[config.mk]
export PLATFORM = sky130hd
export DESIGN_NAME = trace_uart_tx_flat
export DESIGN_NICKNAME = d
export VERILOG_FILES = /design/src/rtl/trace_uart_tx_if.sv /design/src/rtl/trace_uart_tx.sv /design/src/flat_wrapper.sv
export SDC_FILE = /design/constraint.sdc
export NUM_CORES = 1
export LEC_CHECK = 0
export CELL_PAD_IN_SITES_DETAIL_PLACEMENT = 0
export CELL_PAD_IN_SITES_GLOBAL_PLACEMENT = 1
export CORE_MARGIN = 10
export CORE_UTILIZATION = 52
export CTS_CLUSTER_SIZE = 14
export DETAILED_ROUTE_END_ITERATION = 12
export PLACE_DENSITY = 0.95
export REMOVE_ABC_BUFFERS = 1
export SETUP_SLACK_MARGIN = 0.2
export SLEW_MARGIN = 20
export SYNTH_ARGS = -nofsm -noshare
export SYNTH_HDL_FRONTEND = slang
export SYNTH_SLANG_ARGS = --single-unit
[constraint.sdc]
create_clock -name clk -period 3.81 [get_ports clk]
set_clock_uncertainty 0.05 [all_clocks]
set_input_delay 0.762 -clock clk [delete_from_list [all_inputs] [get_ports clk]]
set_output_delay 0.762 -clock clk [all_outputs]
set_load 0.01 [all_outputs]
[src/rtl/trace_uart_tx_if.sv]
// trace_uart_tx_if: trace field stream from the CPU wrapper plus the UART line and status back.
interface trace_uart_tx_if;
    logic [7:0] data_in;
    logic [2:0] data_type;
    logic       tx;
    logic       busy;
    logic [7:0] frames_sent;
    logic       overrun;
    modport master (output data_in, data_type, input tx, busy, frames_sent, overrun);
    modport slave  (input data_in, data_type, output tx, busy, frames_sent, overrun);
endinterface

[src/rtl/trace_uart_tx.sv]
// trace_uart_tx: reassembles seven trace fields into a sync+checksum 9-byte frame and sends it 8N1.
module trace_uart_tx #(
    parameter int unsigned CLKS_PER_BIT = 434,
    parameter logic [7:0]  SYNC_BYTE    = 8'hA5
) (
    input logic            clk,
    input logic            rst,
    trace_uart_tx_if.slave bus
);
    typedef enum logic [1:0] {IDLE, START, DATA, STOP} state_t;
    localparam logic [15:0] LAST_CNT = 16'(CLKS_PER_BIT - 1);

    logic [7:0]      din_q;
    logic [2:0]      type_q, type_p_q, last_type_q, expect_q;
    logic [6:0][7:0] stage_q, pend_q, stage_d;
    logic [7:0]      pend_ck_q, ck_d;
    logic            pend_valid_q, overrun_q;
    logic [8:0][7:0] frame_q;
    state_t          state_q;
    logic [15:0]     cnt_q;
    logic [3:0]      idx_q;
    logic [2:0]      bit_q;
    logic            tx_q, busy_q;
    logic [7:0]      sent_q;
    logic            accept, store, complete, load, baud_end;

    // A field is taken once its registered tag has been stable for two samples and is new
    always_comb begin
        accept = type_q == type_p_q && type_q != last_type_q;
        store = accept && (type_q == 3'd0 || type_q == expect_q);
        complete = store && type_q == 3'd6;
        stage_d = stage_q;
        if (type_q != 3'd7) stage_d[type_q] = din_q;
        ck_d = stage_d[0] ^ stage_d[1] ^ stage_d[2] ^ stage_d[3] ^ stage_d[4] ^ stage_d[5] ^ stage_d[6];
        load = state_q == IDLE && pend_valid_q;
        baud_end = cnt_q == LAST_CNT;
    end

    always_ff @(posedge clk) begin
        if (!rst) begin
            din_q <= '0;
            type_q <= 3'd7;
            type_p_q <= 3'd7;
            last_type_q <= 3'd7;
            expect_q <= '0;
            stage_q <= '0;
            pend_q <= '0;
            pend_ck_q <= '0;
            pend_valid_q <= 1'b0;
            overrun_q <= 1'b0;
        end else begin
            din_q <= bus.data_in;
            type_q <= bus.data_type;
            type_p_q <= type_q;
            if (accept) begin
                last_type_q <= type_q;
                expect_q <= complete || !store ? 3'd0 : type_q + 3'd1;
            end
            if (store) stage_q <= stage_d;
            // A load in the same cycle drains the old frame, so the new one is not an overrun
            if (complete) begin
                pend_q <= stage_d;
                pend_ck_q <= ck_d;
                pend_valid_q <= 1'b1;
                overrun_q <= overrun_q | (pend_valid_q & ~load);
            end else if (load) begin
                pend_valid_q <= 1'b0;
            end
        end
    end

    always_ff @(posedge clk) begin
        if (!rst) begin
            state_q <= IDLE;
            cnt_q <= '0;
            idx_q <= '0;
            bit_q <= '0;
            frame_q <= '0;
            tx_q <= 1'b1;
            busy_q <= 1'b0;
            sent_q <= '0;
        end else begin
            cnt_q <= baud_end || state_q == IDLE ? 16'd0 : cnt_q + 16'd1;
            case (state_q)
                IDLE: if (pend_valid_q) begin
                    frame_q <= {pend_ck_q, pend_q, SYNC_BYTE};
                    idx_q <= '0;
                    tx_q <= 1'b0;
                    busy_q <= 1'b1;
                    state_q <= START;
                end
                START: if (baud_end) begin
                    bit_q <= '0;
                    tx_q <= frame_q[idx_q][0];
                    state_q <= DATA;
                end
                DATA: if (baud_end) begin
                    if (bit_q == 3'd7) begin
                        tx_q <= 1'b1;
                        state_q <= STOP;
                    end else begin
                        bit_q <= bit_q + 3'd1;
                        tx_q <= frame_q[idx_q][bit_q + 3'd1];
                    end
                end
                STOP: if (baud_end) begin
                    if (idx_q != 4'd8) begin
                        idx_q <= idx_q + 4'd1;
                        tx_q <= 1'b0;
                        state_q <= START;
                    end else begin
                        sent_q <= sent_q + 8'd1;
                        busy_q <= 1'b0;
                        state_q <= IDLE;
                    end
                end
                default: state_q <= IDLE;
            endcase
        end
    end

    assign bus.tx = tx_q;
    assign bus.busy = busy_q;
    assign bus.frames_sent = sent_q;
    assign bus.overrun = overrun_q;
endmodule
[src/flat_wrapper.sv]
// flat-port wrapper written by rule: the top's interface ports become plain ports
module trace_uart_tx_flat 
#(
    parameter int unsigned CLKS_PER_BIT = 434,
    parameter logic [7:0]  SYNC_BYTE    = 8'hA5
)
  (clk, rst, bus_data_in, bus_data_type, bus_tx, bus_busy, bus_frames_sent, bus_overrun);
  trace_uart_tx_if bus_i ();
  input logic clk;
  input logic rst;
  input wire logic [$bits(bus_i.data_in)-1:0] bus_data_in;
  input wire logic [$bits(bus_i.data_type)-1:0] bus_data_type;
  output wire logic [$bits(bus_i.tx)-1:0] bus_tx;
  output wire logic [$bits(bus_i.busy)-1:0] bus_busy;
  output wire logic [$bits(bus_i.frames_sent)-1:0] bus_frames_sent;
  output wire logic [$bits(bus_i.overrun)-1:0] bus_overrun;
  assign bus_i.data_in = bus_data_in;
  assign bus_i.data_type = bus_data_type;
  assign bus_tx = bus_i.tx;
  assign bus_busy = bus_i.busy;
  assign bus_frames_sent = bus_i.frames_sent;
  assign bus_overrun = bus_i.overrun;
  trace_uart_tx #(.CLKS_PER_BIT(CLKS_PER_BIT), .SYNC_BYTE(SYNC_BYTE)) u_core (.clk(clk), .rst(rst), .bus(bus_i));
endmodule
==> Yosys cells after proc, flatten, opt, wreduce, memory -nomap -nowiden <==
Index checks and enable logic that the tools add are counted.
Widths: inputs -> output; s select.
{ "totals": {"in_bits": 13, "reg_bits": 242, "out_inout_bits": 11} }
{ "op_classes": {"order_cmp": 4, "reduce_logical": 22, "addsub": 5, "n_bitwise": 11, "mux": 37, "n_eq_ne": 19} }
{ "op_table": {"columns": ["cell", "count"], "rows": [
  ["$bwmux 56", 1],
  ["$mux 56", 1],
  ["$xor 8x8->8", 6],
  ["$bmux 8 s4", 1],
  ["$demux 8 s3", 1],
  ["$add 16x1->16 const B", 1],
  ["$eq 16x9->1 const B", 1],
  ["$mux 8", 2],
  ["$mux 1", 13],
  ["$mux 3", 4],
  ["$mux 4", 3],
  ["$ne 2x1->1 const B", 6],
  ["$reduce_and 4->1", 3],
  ["$mux 2", 5],
  ["$reduce_and 5->1", 2],
  ["$add 8x1->8 const B", 1],
  ["$lt 3x4->1 const B", 2],
  ["$pmux 2 s4", 1],
  ["$pmux 4 s2", 1],
  ["$add 3x1->3 const B", 2],
  ["$eq 3x3->1", 2],
  ["$eq 3x3->1 const B", 2],
  ["$pmux 3 s2", 1],
  ["$reduce_bool 2->1", 3],
  ["23 further kinds", 33]
]} }

==> Depth between registers and ports, before layout <==
Gate-level depths: netlist of run 1.
{ "logic_depth": {"ltp_word": 12, "ltp_mapped": 13, "mapped_depth_nobuf": 8} }

==> Least setup slack after synthesis of run 1 <==
Ideal clock, no wire load.
{ "synth_timing": {"path_kind": "reg-to-reg", "start": "reg u_core.type_q[0]", "end": "reg u_core.pend_ck_q[3]", "path_stages_with_launch": 11, "path_slack_ns": 1.274, "required_ns": 3.634, "t_arrival_ns": 2.359, "path_cell_list": "dfxtp_1 > ha_1 > ha_1 > buf_4 > buf_4 > nand4bb_1 > and3_1 > o21a_1 > or3_1 > a211oi_1 > o31ai_1"} }
{ "synth_between": {"elab_chain_len": 12, "elab_cells_between_ends": 23, "classes_between": "2 x order compare; 5 x eq/ne; 4 x mux; 6 x bitwise; 6 x reduce/logical"} }
{ "synth_lines": {"columns": ["element", "line", "text"], "rows": [
  ["start: declaration", "trace_uart_tx.sv:14", "logic [2:0] type_q, type_p_q, last_type_q, expect_q;"],
  ["start signal: assignment", "trace_uart_tx.sv:53", "type_q <= bus.data_type;"],
  ["$lt 3x4->1 (implied by the code) / $ge 3x1->1 (equally long branches)", "trace_uart_tx.sv:33", "if (type_q != 3'd7) stage_d[type_q] = din_q;"],
  ["$logic_and 1x1->1 (implied by the code)", "trace_uart_tx.sv:33", null],
  ["$mux 8 (implied by the code)", "trace_uart_tx.sv:33", null],
  ["$demux 8 s3", null, null],
  ["$bwmux 56", "trace_uart_tx.sv:33", null],
  ["$mux 56", "trace_uart_tx.sv:33", null],
  ["$xor 8x8->8 (6 in series)", "trace_uart_tx.sv:34", "ck_d = stage_d[0] ^ stage_d[1] ^ stage_d[2] ^ stage_d[3] ^ stage_d[4] ^ stage_d[5] ^ stage_d[6];"],
  ["end signal: assignment", "trace_uart_tx.sv:63", "pend_ck_q <= ck_d;"],
  ["end: declaration", "trace_uart_tx.sv:16", "logic [7:0] pend_ck_q, ck_d;"]
]} }
Parallel ways exist; a longest one is shown, timed or not.
A chain may end at the register's enable or synchronous reset.

==> Final worst setup path of run 1 <==
{ "layout_timing": {"start": "reg u_core.type_q[0]", "end": "reg u_core.pend_ck_q[6]"} }
Same word-level chain as after synthesis.

==> results.md, run 1 <==
- Initial antenna violation count: 0
- Power share of the clock group: 47.6%
- Area Overhead vs Synth: 10.5%
- LEAKAGE: 0.00523 uW
- Post-synthesis sequential area ratio: 40.2%
- Worst slew pin tran: 0.946 ns
- Mux share of post-synthesis cell area: 6.97%
- Internal power: 4340 uW
- Hold WC Path Type: reg2reg
- Xor and xnor fraction of the mapped netlist area: 5.30%
- Maximum fanout along the worst path: 15
- Slowest-stage cell, CP: nand4bb_1
- CTS root buf: clkbuf_16
- Highest cell delay on the worst timing path: 0.66 ns
- CTS resizes: 0
- Sw Ratio: 23.2%
- CTS tree: done
- Clock-pin slew on the worst setup and hold paths: 0.06 ns
- CP Data Required Time: 4.18 ns
- I/O Buffers: 23
- RSZ-0062 raised after global routing: false
- Initial core utilization: 53.0%
- Die area: 0.0296 mm^2
- Most common flop cell mapped by yosys: dfxtp_1
- Grt ovf: 0
- Max Freq: 0.325 GHz
- DRT Pass-1 Iters: 5
- Setup Viol. Count Final: 0
- Status: completed
- # diodes: 0
- Vias per cell: 5.88
- Die width: 172 um
- Drc violations: 0
- EDFF count, synth: 0
- Cells after synthesis: 1392
- Seq pwr share: 45.6%
- CTS buffer count: 26
- IO Count: 24
- P_sw: 1310 uW
- Minimum clock period: 3.08 ns
- Most common cell type on the critical path: ha_1
- Clk Latency, worst-skew pair: 0.54 ns
- Worst Path Buf+Inv: 1
- Synth Cell Area: 0.0120 mm^2
- Async SR Flop Fraction: 0%
- Critical path's top delay family: simple AND/OR/NAND/NOR gates
- Crit path cell chain: ha_1 -> ha_1 -> nand4bb_1 -> buf_4 -> and3_1 -> o21ai_0 -> nand3_1 -> a211oi_1 -> o31ai_2
- Num rows: 55
- Main combinational cell family by area after synthesis: simple AND/OR/NAND/NOR gates
- Worst Setup End Kind: register
- Layout cells sized above 1: 8.11%
- Routed wire per std cell: 18.0 um
- Vias in the first global route: 8993
- Post-Layout Cell Count: 1666
- Top-area cell type share of the netlist area: 40.2%
- Starting DRT DRC Count: 1079
- Worst rel slew slack: 36.9%
- Core Area: 0.0227 mm^2
- Worst Setup Path Type: reg2reg
- Die Span Y: 172 um
- Largest net degree at the start of global routing: 55
- Htree depth: 1
- DP Cell Count: 1618
- Hold Worst Slack: 0.403 ns
- ANT nets after route: 0
- Top post-synthesis cells by area: dfxtp_1 40%, nand2_1 7.2%, mux2i_1 5.6%
- Dpl hpwl: 20500 um
- Tot GR Track Use: 19.9%
- Worst Setup Start Kind: register
- Via count: 9798
- Final hold violation count: 0
- Fraction of the mapped netlist area in simple logic gates: 20.8%
- Worst path arrival time: 3.45 ns
- VDD IR max: 0.357 mV
- FF+latch count, synth: 242
- RePlAce Congestion: 0.942
- Post-CTS setup repair buffer count: 0
- Clock sink count: 242
- Final nets: 1390
- Power per cell area: 424 mW/mm^2
- Cts hold-fix bufs: 0
- # fillers: 2002
- Drt total wl: 30000 um
- Crit share post-route: 80.8%
- Combinational share of power: 6.8%
- Synth Area in Compound Gates: 19.5%
- Number of max-cap violations: 0
- Netlist cell types: 76
- Global-route wire length before repair: 48200 um
- Synth Area in Adders: 1.66%
- YS warnings: 0
- Synth area leader: dfxtp_1
- Max Root-Sink Buffers: 3
- Avg Cell Area, Syn: 8.65 um^2
- Slew Viols, Final: 0
## cells in the mapped netlist (6+ instances only)
cell / count
dfxtp_1: 242
nand2_1: 231
a21oi_1: 94
nor2_1: 71
mux2i_1: 67
clkbuf_1: 66
nor2b_1: 62
o21ai_0: 45
o211a_1: 41
xnor2_1: 38
nand3_1: 35
inv_1: 34
o211ai_1: 29
buf_2: 28
xor2_1: 22
a311oi_1: 18
and2_1: 17
ha_1: 16
a221oi_1: 15
a21boi_0: 12
or3_1: 12
and3_1: 11
o21ai_1: 11
nor3_1: 10
a211oi_1: 9
a22o_1: 8
a31oi_1: 8
buf_1: 8
nand4_1: 8
a2bb2oi_1: 7
buf_4: 7
nand2b_1: 7
buf_6: 6
o311ai_0: 6
## cell type report
cell class,count,area (um^2),share of cell area [%]
sequential,242,4840,36.4
multi-input combinational,1000,6560,49.3
inverter,35,131,0.987
clock inverter,12,176,1.33
clock buffer,36,748,5.62
timing repair buffer,56,488,3.67
tap,285,357,2.68
## power groups by stage
stage               logic [uW]  registers, uW  clock network (uW)
finish                     381           2580                2690
global route               416           2580                2840
CTS                        379           2580                2740
detailed placement         375           2630                   0
global placement           368           2630                   0
floorplan                  221           2640                   0
## cell usage in the layout, fill, tap and decap left out, types with 7 or more instances in the layout
cell type,n
o211a_1,41
o21ai_0,45
and3_1,11
buf_4,33
a22o_1,8
mux2i_1,67
nor2_1,71
a21boi_0,12
nor2b_1,62
clkbuf_16,26
a2bb2oi_1,7
and2_1,16
a311oi_1,18
o211ai_1,29
nand2_1,230
a221oi_1,15
a21oi_1,94
dfxtp_1,242
nand3_1,35
nand4_1,8
inv_1,34
o21ai_1,11
nand2b_1,7
or3_1,12
xnor2_1,38
nor3_1,10
a31oi_1,8
clkdlybuf4s50_1,22
ha_1,16
xor2_1,22
a211oi_1,9
## final timing paths
check | from | end | slack, ns | cells after the start
worst max-delay path | u_core.type_q[0]$_SDFF_PN1_ | u_core.pend_ck_q[6]$_SDFFE_PN0P_ | 0.73 | 9
worst min-delay path | u_core.pend_q[11]$_SDFFE_PN0P_ | u_core.frame_q[19]$_SDFFE_PN0P_ | 0.40 | 2
worst max register to register | u_core.type_q[0]$_SDFF_PN1_ | u_core.pend_ck_q[6]$_SDFFE_PN0P_ | 0.73 | 9
worst min register to register | u_core.pend_q[11]$_SDFFE_PN0P_ | u_core.frame_q[19]$_SDFFE_PN0P_ | 0.40 | 2
## cell families (layout without fill, tap and decap cells)
| kind of cell | after synthesis | count (layout) |
|---|---|---|
| and+or+nand+nor | 507 | 507 |
| AOI/OAI and AO/OA | 335 | 335 |
| DFF | 242 | 242 |
| buffers and inverters | 150 | 139 |
| muxes | 77 | 77 |
| xor gates and xnor gates | 65 | 65 |
| adders and majority gates | 16 | 16 |
## state kept, by name, summed over array words and instances, names as in the netlist, 4 cells and up
name and count:
u_core.pend_ck_q 8, u_core.bus.frames_sent 8, u_core.stage_q 56, u_core.din_q 8
u_core.frame_q 65, u_core.idx_q 4, u_core.cnt_q 16, u_core.pend_q 56
## per-stage QoR
step	area (um^2)	setup TNS [ns]	util [%]	power, uW	setup WS (ns)
global placement	12400	0	54.5	3000	0.893
global route	13300	0	58.6	5830	0.605
detailed placement	12400	0	54.5	3010	0.807
finish	13300	0	58.6	5650	0.731
CTS	13300	0	58.6	5700	0.778
floorplan	11500	-49.09	-	2870	-1.17
## per-layer routing
| metal | part of all wire (%) | track usage, % | vias to the layer above | wire (um) |
|---|---|---|---|---|
| li1 | - | - | 4838 | - |
| met1 | 46 | 27.3 | 4634 | 13700 |
| met2 | 46 | 32.3 | 284 | 13900 |
| met3 | 6.2 | 3.01 | 42 | 1870 |
| met4 | 1.9 | 4.46 | 0 | 570 |
| met5 | 0 | 0 | - | 0 |
## worst min-delay path: cells and delay by family, from the launching register on
family	cells	cell delay (ns)
AOI/OAI and AO/OA	1	0.05
and+or+nand+nor	1	0.05
DFF	1	0.31
(Power assumes the default switching activity.)
==> run 2: changes to the inputs <==
- CORE_UTILIZATION: 52 -> 44
- PLACE_DENSITY: 0.95 -> 0.88
- clock period: 3.81 -> 2.65 ns (I/O delays scaled with it)
==> results.md, run 2 (synthesis results as in run 1) <==
- Status: completed (unchanged)
- Slew Viols, Final: 0 (unchanged)
- Worst Setup Start Kind: register (unchanged)
- Clock-pin slew on the worst setup and hold paths: 0.06 ns (about the same)
- Worst path arrival time: 3.04 ns (was 3.45 ns)
- Worst flop-to-flop path endpoint: u_core.pend_ck_q[7]$_SDFFE_PN0P_ (was u_core.pend_ck_q[6]$_SDFFE_PN0P_)
- I/O Buffers: 23 (unchanged)
- Die area: 0.0344 mm^2 (was 0.0296 mm^2)
- VDD IR max: 0.446 mV (was 0.357 mV)
- Die width: 185 um (was 172 um)
- IO Count: 24 (unchanged)
- Max Freq: 0.384 GHz (was 0.325 GHz)
- Final nets: 1450 (was 1390)
- Maximum fanout along the worst path: 10 (was 15)
- Layout cells sized above 1: 14.7% (was 8.11%)
- Setup Viol. Count Final: 0 (unchanged)
- RePlAce Congestion: 0.937 (was 0.942)
- Hold path cells: 2 (unchanged)
- Worst Setup Path Type: reg2reg (unchanged)
- Crit share post-route: 98.3% (was 80.8%)
- Biggest registers after layout: u_core.frame_q x65, u_core.pend_q x56, u_core.stage_q x56 (unchanged)
- Routed wire per std cell: 18.1 um (was 18.0 um)
- Dpl hpwl: 22100 um (was 20500 um)
- CTS tree: done (unchanged)
- Number of max-cap violations: 0 (unchanged)
- Register Area: 0.00485 mm^2 (was 0.00484 mm^2)
- Minimum clock period: 2.61 ns (was 3.08 ns)
- Area Overhead vs Synth: 18.0% (was 10.5%)
- Max reg flops: 65 (unchanged)
- Sw Ratio: 24.3% (was 23.2%)
- CTS root buf: clkbuf_16 (unchanged)
- Grt ovf: 0 (unchanged)
- # fillers: 2472 (was 2002)
- RSZ-0062 raised after global routing: true (was false)
- R2R cell count: 9 (unchanged)
- Pwr Total: 7840 uW (was 5650 uW)
- Worst r2r src: u_core.type_q[1]$_SDFF_PN1_ (was u_core.type_q[0]$_SDFF_PN1_)
- Initial core utilization: 44.7% (was 53.0%)
- Biggest register: u_core.frame_q (unchanged)
- Max Root-Sink Buffers: 3 (unchanged)
- Seq pwr share: 47.2% (was 45.6%)
- Initial antenna violation count: 0 (unchanged)
- Most frequent cells in the layout: 238 x dfxtp_1, 229 x nand2_1, 88 x a21oi_1 (was 242 x dfxtp_1, 230 x nand2_1, 94 x a21oi_1)
- Htree depth: 1 (unchanged)
- Die Span Y: 185 um (was 172 um)
- Final Util: 52.7% (was 58.6%)
- Worst rel slew slack: 55.0% (was 36.9%)
- P_sw: 1900 uW (was 1310 uW)
- # diodes: 0 (unchanged)
- ANT nets after route: 0 (unchanged)
- Tot GR Track Use: 18.0% (was 19.9%)
- Internal power: 5940 uW (was 4340 uW)
- Final hold violation count: 0 (unchanged)
- CP Data Required Time: 3.08 ns (was 4.18 ns)
- Most common cell after layout, fill and taps aside: dfxtp_1 (unchanged)
- Num rows: 60 (was 55)
- CTS buffer count: 27 (was 26)
- Core Area: 0.0270 mm^2 (was 0.0227 mm^2)
- Drt total wl: 32300 um (was 30000 um)
- LEAKAGE: 0.00562 uW (was 0.00523 uW)
- Power per cell area: 552 mW/mm^2 (was 424 mW/mm^2)
- Multi-input logic area: 0.00682 mm^2 (was 0.00656 mm^2)
- Starting DRT DRC Count: 754 (was 1079)
- Largest net degree at the start of global routing: 78 (was 55)
- Worst Setup End Kind: register (unchanged)
- Hold Worst Slack: 0.333 ns (was 0.403 ns)
- Power share of the clock group: 44.6% (was 47.6%)
- Worst slew pin tran: 0.674 ns (was 0.946 ns)
- Min-delay src: rst (was u_core.pend_q[11]$_SDFFE_PN0P_)
- DRT Pass-1 Iters: 5 (unchanged)
- Vias in the first global route: 9510 (was 8993)
- Hold EP: u_core.bus.overrun$_SDFFE_PN0P_ (was u_core.frame_q[19]$_SDFFE_PN0P_)
- Global-route wire length before repair: 50700 um (was 48200 um)
- Drc violations: 0 (unchanged)
- Clock sink count: 242 (unchanged)
- Vias per cell: 5.70 (was 5.88)
- Hold WC Path Type: in2reg (was reg2reg)
- Via count: 10139 (was 9798)
- R2R Setup Slk: 0.04 ns (was 0.73 ns)
- Worst setup startpoint: u_core.type_q[1]$_SDFF_PN1_ (was u_core.type_q[0]$_SDFF_PN1_)
- Clk Latency, worst-skew pair: 0.55 ns (was 0.54 ns)
- Combinational share of power: 8.1% (was 6.8%)
==> run 2: cell types whose count changed in the layout (fill, tap and decap cells not counted), moves of 4 or more <==
cell / change
buf_4: +38
buf_12: +11
a221oi_1: -7
a221oi_2: +7
a21oi_1: -6
a21oi_2: +5
o21ai_0: -5
bufinv_16: -4
dfxtp_1: -4
dfxtp_2: +4
o21ai_1: +4
==> run 2: worst max path at each step <==
stage / endpoint / slack [ns] / cells after the start
finish: u_core.pend_ck_q[7]$_SDFFE_PN0P_ / 0.04 / 9
global placement: u_core.pend_ck_q[0]$_SDFFE_PN0P_ / 0.01 / 9
global route: u_core.pend_ck_q[7]$_SDFFE_PN0P_ / -0.02 / 9
floorplan: u_core.pend_ck_q[3]$_SDFFE_PN0P_ / -2.33 / 5
detailed placement: u_core.pend_ck_q[7]$_SDFFE_PN0P_ / -0.002 / 10
CTS: u_core.pend_ck_q[5]$_SDFFE_PN0P_ / 0.08 / 11
==> run 2: repair_timing <==
action	4_1_cts	5_1_grt
endpoints found under the setup margin	9	48
cloned	2	2
hold buffers	0	0
pin swaps	11	17
setup buffers	4	12
gates resized for setup	38	33
==> run 2: final cells by class <==
type / count / share of cell area [%]
repair buffers: 114 / 8.14
well taps: 341 / 3.00
clock inverters: 8 / 0.387
clock buffers: 38 / 5.40
inverters: 35 / 0.925
multi-input cells: 1001 / 48.0
flip-flops and latches: 242 / 34.1
==> run 2: critical path: stages, from the launching register on <==
cell and delay (ns):
dfxtp_2 0.33, ha_4 0.16, ha_4 0.19, buf_16 0.16, or3b_4 0.40, a221o_1 0.36, a21oi_2 0.19, xnor2_1 0.16
xnor3_1 0.43, o21ai_1 0.11
==> run 2: power by group through the flow <==
stage	Combinational (uW)	Sequential [uW]	Clock [uW]
2_1_floorplan	318	3800	0
3_3_place_gp	559	3780	0
3_5_place_dp	566	3780	0
4_1_cts	596	3700	3580
5_1_grt	695	3710	3710
6_report	639	3710	3500
==> run 2: routing by layer <==
metal  vias up  part of all wire (%)  track usage (%)
met2       307                    46             29.2
met1      4805                    46             24.0
met5         -                     0                0
li1       4956                     -                -
met3        71                   4.9             2.35
met4         0                   2.9             6.21
==> run 2: stage by stage <==
step / setup TNS [ns] / std cells / area, um^2 / worst slack [ns]
6_report: 0 / 1779 / 14200 / 0.0440
5_1_grt: -0.0304 / 1779 / 14200 / -0.0205
2_1_floorplan: -147.16 / 1277 / 11500 / -2.33
4_1_cts: 0 / 1765 / 13900 / 0.0850
3_3_place_gp: 0 / 1713 / 12900 / 0.0129
3_5_place_dp: -0.00219 / 1713 / 12900 / -0.00219
